<file path="src/rtl/hazard_pkg.sv">
// Shared encodings and width helpers for the ID-stage hazard scoreboard.
package hazard_pkg;

  // A forward select of zero means the operand comes from the register file.
  localparam int unsigned FWD_RF = 0;

  // Register address width. A single-register file still gets one address bit.
  function automatic int unsigned aw_f(input int unsigned num_regs);
    return (num_regs > 1) ? $clog2(num_regs) : 1;
  endfunction

  // Forward select width. It must be able to encode every age from 0 to wb_lat.
  function automatic int unsigned sw_f(input int unsigned wb_lat);
    return $clog2(wb_lat + 1);
  endfunction

endpackage

</file>
<file path="src/rtl/hazard_src_check.sv">
// Per-source hazard check. Finds the youngest in-flight writer of the addressed
// register and decides whether its result can be forwarded yet or ID must stall.
module hazard_src_check
  import hazard_pkg::*;
#(
  parameter int unsigned WB_LAT     = 3,
  parameter int unsigned ALU_READY  = 1,
  parameter int unsigned LOAD_READY = 2,
  parameter int unsigned FWD_EN     = 1,
  parameter int unsigned SW         = sw_f(WB_LAT)
) (
  input  logic              i_used,
  input  logic [WB_LAT:1]   i_pend,
  input  logic [WB_LAT:1]   i_ld,
  output logic              o_stall,
  output logic [SW-1:0]     o_sel
);

  logic        w_hit;
  logic        w_is_ld;
  int unsigned w_age;

  // Priority encoder. The scan runs from oldest to youngest, so the lowest age wins.
  always_comb begin
    w_hit   = 1'b0;
    w_is_ld = 1'b0;
    w_age   = 0;
    for (int k = WB_LAT; k >= 1; k--) begin
      if (i_pend[k]) begin
        w_hit   = 1'b1;
        w_is_ld = i_ld[k];
        w_age   = k;
      end
    end
  end

  // Readiness compare and bypass selection for the youngest writer.
  always_comb begin
    o_stall = 1'b0;
    o_sel   = SW'(FWD_RF);
    if (i_used && w_hit) begin
      if (FWD_EN != 0) begin
        o_stall = (w_age < (w_is_ld ? LOAD_READY : ALU_READY));
        // The regfile is write-first in WB, so a WB-age writer needs no bypass.
        if (w_age != WB_LAT) begin
          o_sel = SW'(w_age);
        end
      end else begin
        o_stall = (w_age < WB_LAT);
      end
    end
  end

endmodule

</file>
<file path="src/rtl/hazard_scoreboard.sv">
// ID-stage hazard scoreboard. It tracks in-flight writers per register by pipeline
// age, and from that produces the stall and forward selects for both ID sources.
// It also honours flushes and counts stall cycles.
module hazard_scoreboard
  import hazard_pkg::*;
#(
  parameter int unsigned NUM_REGS   = 4,
  parameter int unsigned WB_LAT     = 3,
  parameter int unsigned ALU_READY  = 1,
  parameter int unsigned LOAD_READY = 2,
  parameter int unsigned FWD_EN     = 1,
  parameter int unsigned FLUSH_AGE  = 1,
  parameter int unsigned CNT_W      = 16,
  parameter int unsigned AW         = aw_f(NUM_REGS),
  parameter int unsigned SW         = sw_f(WB_LAT)
) (
  input  logic             clk,
  input  logic             rst_n,
  input  logic             i_id_valid,
  input  logic             i_id_a_used,
  input  logic [AW-1:0]    i_id_a_addr,
  input  logic             i_id_b_used,
  input  logic [AW-1:0]    i_id_b_addr,
  input  logic             i_id_dst_we,
  input  logic [AW-1:0]    i_id_dst_addr,
  input  logic             i_id_is_load,
  input  logic             i_flush,
  output logic             o_stall,
  output logic             o_issue,
  output logic [SW-1:0]    o_fwd_a_sel,
  output logic [SW-1:0]    o_fwd_b_sel,
  output logic [CNT_W-1:0] o_stall_cnt
);

  // Bit k of a row is set while a writer of that register sits at age k.
  logic [WB_LAT:1]  r_pend [NUM_REGS];
  logic [WB_LAT:1]  r_ld   [NUM_REGS];
  logic [WB_LAT:1]  w_pend_d [NUM_REGS];
  logic [WB_LAT:1]  w_ld_d   [NUM_REGS];
  logic [CNT_W-1:0] r_stall_cnt;
  logic [CNT_W-1:0] w_stall_cnt_d;

  logic             w_stall_a;
  logic             w_stall_b;
  logic             w_insert;

  hazard_src_check #(
    .WB_LAT     (WB_LAT),
    .ALU_READY  (ALU_READY),
    .LOAD_READY (LOAD_READY),
    .FWD_EN     (FWD_EN),
    .SW         (SW)
  ) u_src_a (
    .i_used  (i_id_a_used),
    .i_pend  (r_pend[i_id_a_addr]),
    .i_ld    (r_ld[i_id_a_addr]),
    .o_stall (w_stall_a),
    .o_sel   (o_fwd_a_sel)
  );

  hazard_src_check #(
    .WB_LAT     (WB_LAT),
    .ALU_READY  (ALU_READY),
    .LOAD_READY (LOAD_READY),
    .FWD_EN     (FWD_EN),
    .SW         (SW)
  ) u_src_b (
    .i_used  (i_id_b_used),
    .i_pend  (r_pend[i_id_b_addr]),
    .i_ld    (r_ld[i_id_b_addr]),
    .o_stall (w_stall_b),
    .o_sel   (o_fwd_b_sel)
  );

  // Issue control. A flush overrides the stall and blocks the ID instruction.
  always_comb begin
    o_stall  = i_id_valid & ~i_flush & (w_stall_a | w_stall_b);
    o_issue  = i_id_valid & ~o_stall & ~i_flush;
    w_insert = o_issue & i_id_dst_we;
  end

  // Age every writer by one stage. A flush kills the young ones, and age 1 takes the new writer.
  always_comb begin
    for (int r = 0; r < NUM_REGS; r++) begin
      w_pend_d[r] = '0;
      w_ld_d[r]   = '0;
      for (int k = 1; k < WB_LAT; k++) begin
        w_pend_d[r][k+1] = r_pend[r][k] & ~(i_flush && (k <= FLUSH_AGE));
        w_ld_d[r][k+1]   = r_ld[r][k]   & ~(i_flush && (k <= FLUSH_AGE));
      end
      w_pend_d[r][1] = w_insert & (i_id_dst_addr == AW'(r));
      w_ld_d[r][1]   = w_insert & (i_id_dst_addr == AW'(r)) & i_id_is_load;
    end
  end

  // Saturating count of stall cycles.
  always_comb begin
    w_stall_cnt_d = r_stall_cnt;
    if (o_stall && (r_stall_cnt != '1)) begin
      w_stall_cnt_d = r_stall_cnt + 1'b1;
    end
  end

  // State registers.
  always_ff @(posedge clk or negedge rst_n) begin
    if (!rst_n) begin
      for (int r = 0; r < NUM_REGS; r++) begin
        r_pend[r] <= '0;
        r_ld[r]   <= '0;
      end
      r_stall_cnt <= '0;
    end else begin
      for (int r = 0; r < NUM_REGS; r++) begin
        r_pend[r] <= w_pend_d[r];
        r_ld[r]   <= w_ld_d[r];
      end
      r_stall_cnt <= w_stall_cnt_d;
    end
  end

  assign o_stall_cnt = r_stall_cnt;

endmodule

</file>
<file path="config.mk">
export PLATFORM = sky130hd
export DESIGN_NAME = hazard_scoreboard
export DESIGN_NICKNAME = d
export VERILOG_FILES = /design/src/rtl/hazard_pkg.sv /design/src/rtl/hazard_src_check.sv /design/src/rtl/hazard_scoreboard.sv
export SDC_FILE = /design/constraint.sdc
export NUM_CORES = 1
export LEC_CHECK = 0
export CAP_MARGIN = 15
export CORE_MARGIN = 4
export CORE_UTILIZATION = 45
export DETAILED_ROUTE_END_ITERATION = 10
export GPL_ROUTABILITY_DRIVEN = 1
export PLACE_DENSITY_LB_ADDON = 0.15
export SLEW_MARGIN = 30
export SYNTH_ARGS = -nofsm -noshare
export SYNTH_HDL_FRONTEND = slang
export SYNTH_SLANG_ARGS = --single-unit
</file>
<file path="constraint.sdc">
create_clock -name clk -period 5.15 [get_ports clk]
set_clock_uncertainty 0.05 [all_clocks]
set_input_delay 0.515 -clock clk [delete_from_list [all_inputs] [get_ports clk]]
set_output_delay 0.515 -clock clk [all_outputs]
set_load 0.005 [all_outputs]
</file>
==> reports/qor.txt, run 1 <==
outcome: completed
Net Sw Frac: 22.53%
WL final: 4270 um
DRT iter0 DRCs: 79
vias in the first global route: 1427
Compound-Gate Fraction of Synth Area: 4.116%
crit share post-route: 85.67%
Crit Path Class: primary input to output port
CP startpoint: i_id_a_addr[0]
Switch Pwr: 0.1409 mW
PwrDens: 244.1 nW/um2
register area share after synthesis: 48.43%
CTS tree: done
first-pass GRT wire length: 6962 um
total gr overflow: 0
hpwl dp: 3254 um
final worst slack: 0.7379 ns
#FFs+latches synth: 40
CTS sink count: 40
share of layout cells above drive strength 1: 15.05%
Final min period: 4.412 ns
drt drc: 0
Area growth syn-to-layout: 23.97%
Slew Limit Fails: 0
Hold-fix buffers, CTS: 0
simple-gate share of the synthesized area: 22.03%
post-synth top area share: 48.43%
max-cap violations: 0
Seq pwr share: 51.5%
crit-path max FO: 16
leakage dissipation: 1.118 nW
setup TNS: 0 ns
Fmax achieved: 226.6 MHz
combinational family with the most area after synthesis: simple AND/OR/NAND/NOR gates
CP Capture Type: output port
r2r startpoint: r_pend[1]$_DFF_PN0_
post-synthesis adder-cell area fraction: 1.816%
Worst-Margin Slew: 0.8039 ns
WL/cell: 16.55 um
post-synthesis mux area share: 15.25%
Final Hold Fails: 0
via count: 1461
worst min path class: primary input to asynchronous set/reset pin
Setup Buffers After CTS: 0
GRT Total Usage: 16.62%
Initial Util: 46.83%
Synth Instances: 166
Clk Latency, worst-skew pair: 0.29 ns
Syn Std Cell Area: 2067 um2
CP Data Required Time: 4.59 ns
commonest non-fill, non-tap cell in the layout: dfrtp_1
CP Launch Type: primary input
VDD IR max: 0.0001705 V
Root Buffer: clkbuf_8
Die ar.: 5742 um2
crit path DAT: 3.85 ns
net count after synthesis: 183
routability cong.: 0.8496
Clock Path Buffers: 2
top post-synthesis cells by area: dfrtp_1, mux4_2, xor2_1, mux4_1, nor3_1
Post-DRT Antenna Nets: 0
cts repair resizes: 0
Post-Synth XOR/XNOR Area: 5.508%
nets: 222
Die Y: 75.78 um
P_int: 0.4846 mW
# rows: 24
core region area: 4414 um2
RSZ-0062 raised after global routing: false
Post-Place Setup Slack: 0.7028 ns
clk slew on worst S/H paths: 0.08 ns
final setup fails: 0
most frequent cells in the layout: dfrtp_1, clkdlybuf4s50_1, nor3_1, xor2_1, nand2_1
power share of the clock group: 40.8%
I/O pin total: 36
CTS buffer count: 5
Antenna Diode Count: 0
PortBufs: 35
# fillers: 363
Unique masters post-synth: 34
CTS HTree Levels: 2
largest net degree at the start of global routing: 41
Avg Synthesized Cell Area: 12.45 um2
initial antenna violation count: 0
Vias per Instance: 5.663
synth warn: 0
DR pass1 iterations: 5
combinational group share of total power: 7.7%
relative max-transition margin: 46.00%
final core occ: 58.05%
largest area contributor in the netlist: dfrtp_1
DIE WIDTH: 75.78 um
## final timing paths
check                                               to  slack (ns)  cells past startpoint
min in group clk                     r_ld[8]$_DFF_PN0_        0.35                      0
max                                            o_stall        0.74                     12
min                        o_stall_cnt[14]$_DFFE_PN0P_        0.13                      1
max reg2reg                o_stall_cnt[14]$_DFFE_PN0P_        2.02                     11
max in group asynchronous            r_ld[9]$_DFF_PN0_        4.57                      1
min reg2reg                          r_ld[8]$_DFF_PN0_        0.35                      0
## worst max-delay path, stage by stage
cell and delay, ns:
clkdlybuf4s50_1 0.72, mux4_2 0.63, nand3b_1 0.18, a21oi_1 0.14
a21oi_1 0.06, ha_1 0.33, o21ai_2 0.07, o2bb2ai_2 0.14
a32oi_4 0.28, buf_4 0.28, nor2_1 0.06, clkdlybuf4s50_1 0.45
## cells in the mapped netlist, drive strengths merged
cell type  count
and4           1
and3b          1
ha             3
dfrtp         40
nor3          15
nand3b         2
buf            5
nor4           7
and2           2
o2bb2ai        2
or2            1
nand2b         3
a32oi          1
mux2           3
nor2b         10
nand3          4
nor4b          2
nand4          5
a21oi          4
or4b           1
nor2          10
nand2         13
xor2          13
o21ai          2
inv            4
mux4          12
## kinds of logic after synthesis
group                    after synthesis
AO/OA/AOI/OAI                          9
XOR/XNOR                              13
adder cells (fa/ha/maj)                3
buffers and inverters                  9
flip-flops                            40
multiplexers                          15
AND/OR/NAND/NOR                       77
## sequential cells by signal, indices dropped and copies added, names as in the netlist
signal       count
o_stall_cnt     16
r_ld            12
r_pend          12
## metal layers
| metal | vias up | wire (um) | global-route usage, % |
|---|---|---|---|
| met3 | 9 | 235 | 4.617 |
| met5 | - | 0 | 0 |
| met1 | 720 | 1897 | 21.13 |
| met2 | 49 | 2069 | 26.81 |
| met4 | 0 | 68 | 6.796 |
| li1 | 683 | - | - |
## power by group through the flow
stage	logic, mW	registers, mW	clock network, mW
floorplan	0.0214	0.328	0
detailed placement	0.0484	0.329	0
CTS	0.0488	0.322	0.260
finish	0.0481	0.322	0.255
global route	0.0535	0.323	0.272
global placement	0.0472	0.328	0
## final cells by class
class,instances,area [um2],area share (%)
timing repair buffer,37,362.8,14.16
multi-input combinational,117,1007,39.31
clock inverter,3,42.54,1.660
tap,52,65.06,2.539
clock buffer,5,68.82,2.686
sequential,40,1001,39.06
inverter,4,15.01,0.5859
## stage by stage
stage	std cells	instance area, um2	total power [mW]	hold WS, ns
3_5_place_dp	250	2449	0.3770	0.3328
2_1_floorplan	166	2067	0.3490	0.1694
4_1_cts	258	2560	0.6308	0.2988
3_3_place_gp	250	2449	0.3749	0.3208
6_report	258	2562	0.6255	0.1269
5_1_grt	258	2562	0.6482	0.1614
(Power assumes the default switching activity.)
==> run 2, diff against run 1 <==
--- a/config.mk
+++ b/config.mk
@@ -10,7 +10,8 @@
 export CORE_UTILIZATION = 45
 export DETAILED_ROUTE_END_ITERATION = 10
 export GPL_ROUTABILITY_DRIVEN = 1
-export PLACE_DENSITY_LB_ADDON = 0.15
+export GPL_TIMING_DRIVEN = 0
+export PLACE_DENSITY_LB_ADDON = 0.2
 export SLEW_MARGIN = 30
 export SYNTH_ARGS = -nofsm -noshare
 export SYNTH_HDL_FRONTEND = slang
==> run 2 against run 1 <==
Against the previous run: fmax grew 0.53%; cell count grew 0.78%; count of clock-buffer cells in the layout grew 1; critical path depth grew 1; critical endpoint is now o_issue; largest power group unchanged.
==> reports/qor.txt, run 2 (synthesis results as in run 1) <==
outcome: completed
Final Hold Fails: 0
buffers and inverters on the worst path: 4
WL/cell: 16.02 um
nets: 224
worst min path class: primary input to asynchronous set/reset pin
Die ar.: 5742 um2
relative max-transition margin: 74.77%
leakage dissipation: 1.138 nW
slowest stage delay, CP: 0.65 ns
Final min period: 4.389 ns
I/O pin total: 36
Die Y: 75.78 um
Hold-fix buffers, CTS: 0
Hold WS: 0.05856 ns
crit share post-route: 85.22%
CP max-delay cell: clkdlybuf4s50_1
WL final: 4166 um
Vias per Instance: 5.600
Initial Util: 46.83%
Crit Path Class: primary input to output port
Placed Instances: 252
final core occ: 58.56%
DR pass1 iterations: 5
CTS tree: done
commonest non-fill, non-tap cell in the layout: dfrtp_1
Fmax achieved: 227.8 MHz
CP Capture Type: output port
Worst-Margin Slew: 0.3733 ns
cts repair resizes: 0
largest net degree at the start of global routing: 30
GRT Total Usage: 16.49%
Clock Path Buffers: 2
PwrDens: 239.2 nW/um2
crit path cell chain: clkdlybuf4s50_1, mux4_2, nand3b_1, a21oi_1, a21oi_1, ha_1, o21ai_2, o2bb2ai_2, a32oi_4, buf_6, nand2_2, inv_1, clkdlybuf4s50_1
Area growth syn-to-layout: 25.06%
initial antenna violation count: 0
Top delay family on crit path: buffers and inverters
routability cong.: 0.8210
CTS HTree Levels: 2
max FFs per register: 16
setup TNS: 0 ns
crit path DAT: 3.82 ns
DIE WIDTH: 75.78 um
Slew Limit Fails: 0
CTS buffer count: 5
first-pass GRT wire length: 7058 um
Post-DRT Antenna Nets: 0
CTS sink count: 40
final setup fails: 0
PortBufs: 33
most frequent cells in the layout: dfrtp_1, clkdlybuf4s50_1, nor3_1, xor2_1, nand2_1
total gr overflow: 0
CP Data Required Time: 4.59 ns
final non-filler cell total: 260
share of layout cells above drive strength 1: 16.35%
Root Buffer: clkbuf_8
via count: 1456
Setup Buffers After CTS: 0
Antenna Diode Count: 0
CP Launch Type: primary input
max-cap violations: 0
Clk Latency, worst-skew pair: 0.28 ns
crit-path max FO: 10
clk slew on worst S/H paths: 0.07 ns
DRT iter0 DRCs: 88
hpwl dp: 3191 um
vias in the first global route: 1472
core region area: 4414 um2
# rows: 24
VDD IR max: 0.0002064 V
RSZ-0062 raised after global routing: false
drt drc: 0
-- run 2: cell count changes in the layout (fill, tap and decap cells not counted) --
cell             before  now
buf_12                0    1
clkinvlp_4            1    0
buf_2                 0    3
clkbuf_1              0    1
buf_6                 0    3
buf_4                 3    0
clkdlybuf4s50_1      34   32
-- run 2: worst paths after layout --
check / start / endpoint / slack (ns) / depth (start not counted)
setup / recovery: i_id_a_addr[1] / o_issue / 0.76 / 13
hold / removal: rst_n / r_pend[7]$_DFF_PN0_ / 0.06 / 1
setup reg to reg: r_pend[1]$_DFF_PN0_ / o_stall_cnt[14]$_DFFE_PN0P_ / 2.15 / 10
hold reg to reg: r_ld[10]$_DFF_PN0_ / r_ld[11]$_DFF_PN0_ / 0.35 / 0
max in group asynchronous: rst_n / o_stall_cnt[2]$_DFFE_PN0P_ / 4.55 / 2
min in group clk: r_ld[10]$_DFF_PN0_ / r_ld[11]$_DFF_PN0_ / 0.35 / 0
-- run 2: power breakdown --
part / switching (mW) / internal, mW / total (mW)
logic: 0.0248 / 0.0254 / 0.0502
registers: 0.00427 / 0.318 / 0.322
clock network: 0.102 / 0.144 / 0.246
total: 0.131 / 0.487 / 0.618
-- run 2: layout make-up --
cell class | count | area [um2]
clock buffers | 6 | 72.57
well taps | 52 | 65.06
flip-flops and latches | 40 | 1001
inverters | 4 | 15.01
repair buffers | 34 | 345.3
plain buffers | 5 | 43.79
multi-input cells | 117 | 1007
clock inverters | 2 | 35.03
fillers | 363 | 1829
-- run 2: per-layer routing --
metal / global-route usage (%) / wire, um / vias to the layer above / share of wire (%)
met3: 5.541 / 279 / 4 / 6.7
met4: 4.660 / 37 / 0 / 0.89
li1: - / - / 691 / -
met5: 0 / 0 / - / 0
met1: 22.85 / 1914 / 716 / 46
met2: 24.81 / 1935 / 45 / 46
-- run 2: through the flow --
stage               worst slack (ns)  power (mW)  area, um2
finish                        0.7611      0.6183       2585
global route                  0.5821      0.6497       2585
CTS                           0.7585      0.6273       2585
detailed placement            0.7747      0.3794       2477
global placement              0.8116      0.3760       2462
floorplan                      1.866      0.3490       2067
==> run 3, diff against run 2 <==
--- a/config.mk
+++ b/config.mk
@@ -5,7 +5,8 @@
 export SDC_FILE = /design/constraint.sdc
 export NUM_CORES = 1
 export LEC_CHECK = 0
-export CAP_MARGIN = 15
+export ABC_CLOCK_PERIOD_IN_PS = 5150
+export CAP_MARGIN = 20
 export CORE_MARGIN = 4
 export CORE_UTILIZATION = 45
 export DETAILED_ROUTE_END_ITERATION = 10
==> results of run 3 <==
The final DEF is identical to that of run 2; final timing and power are the same.
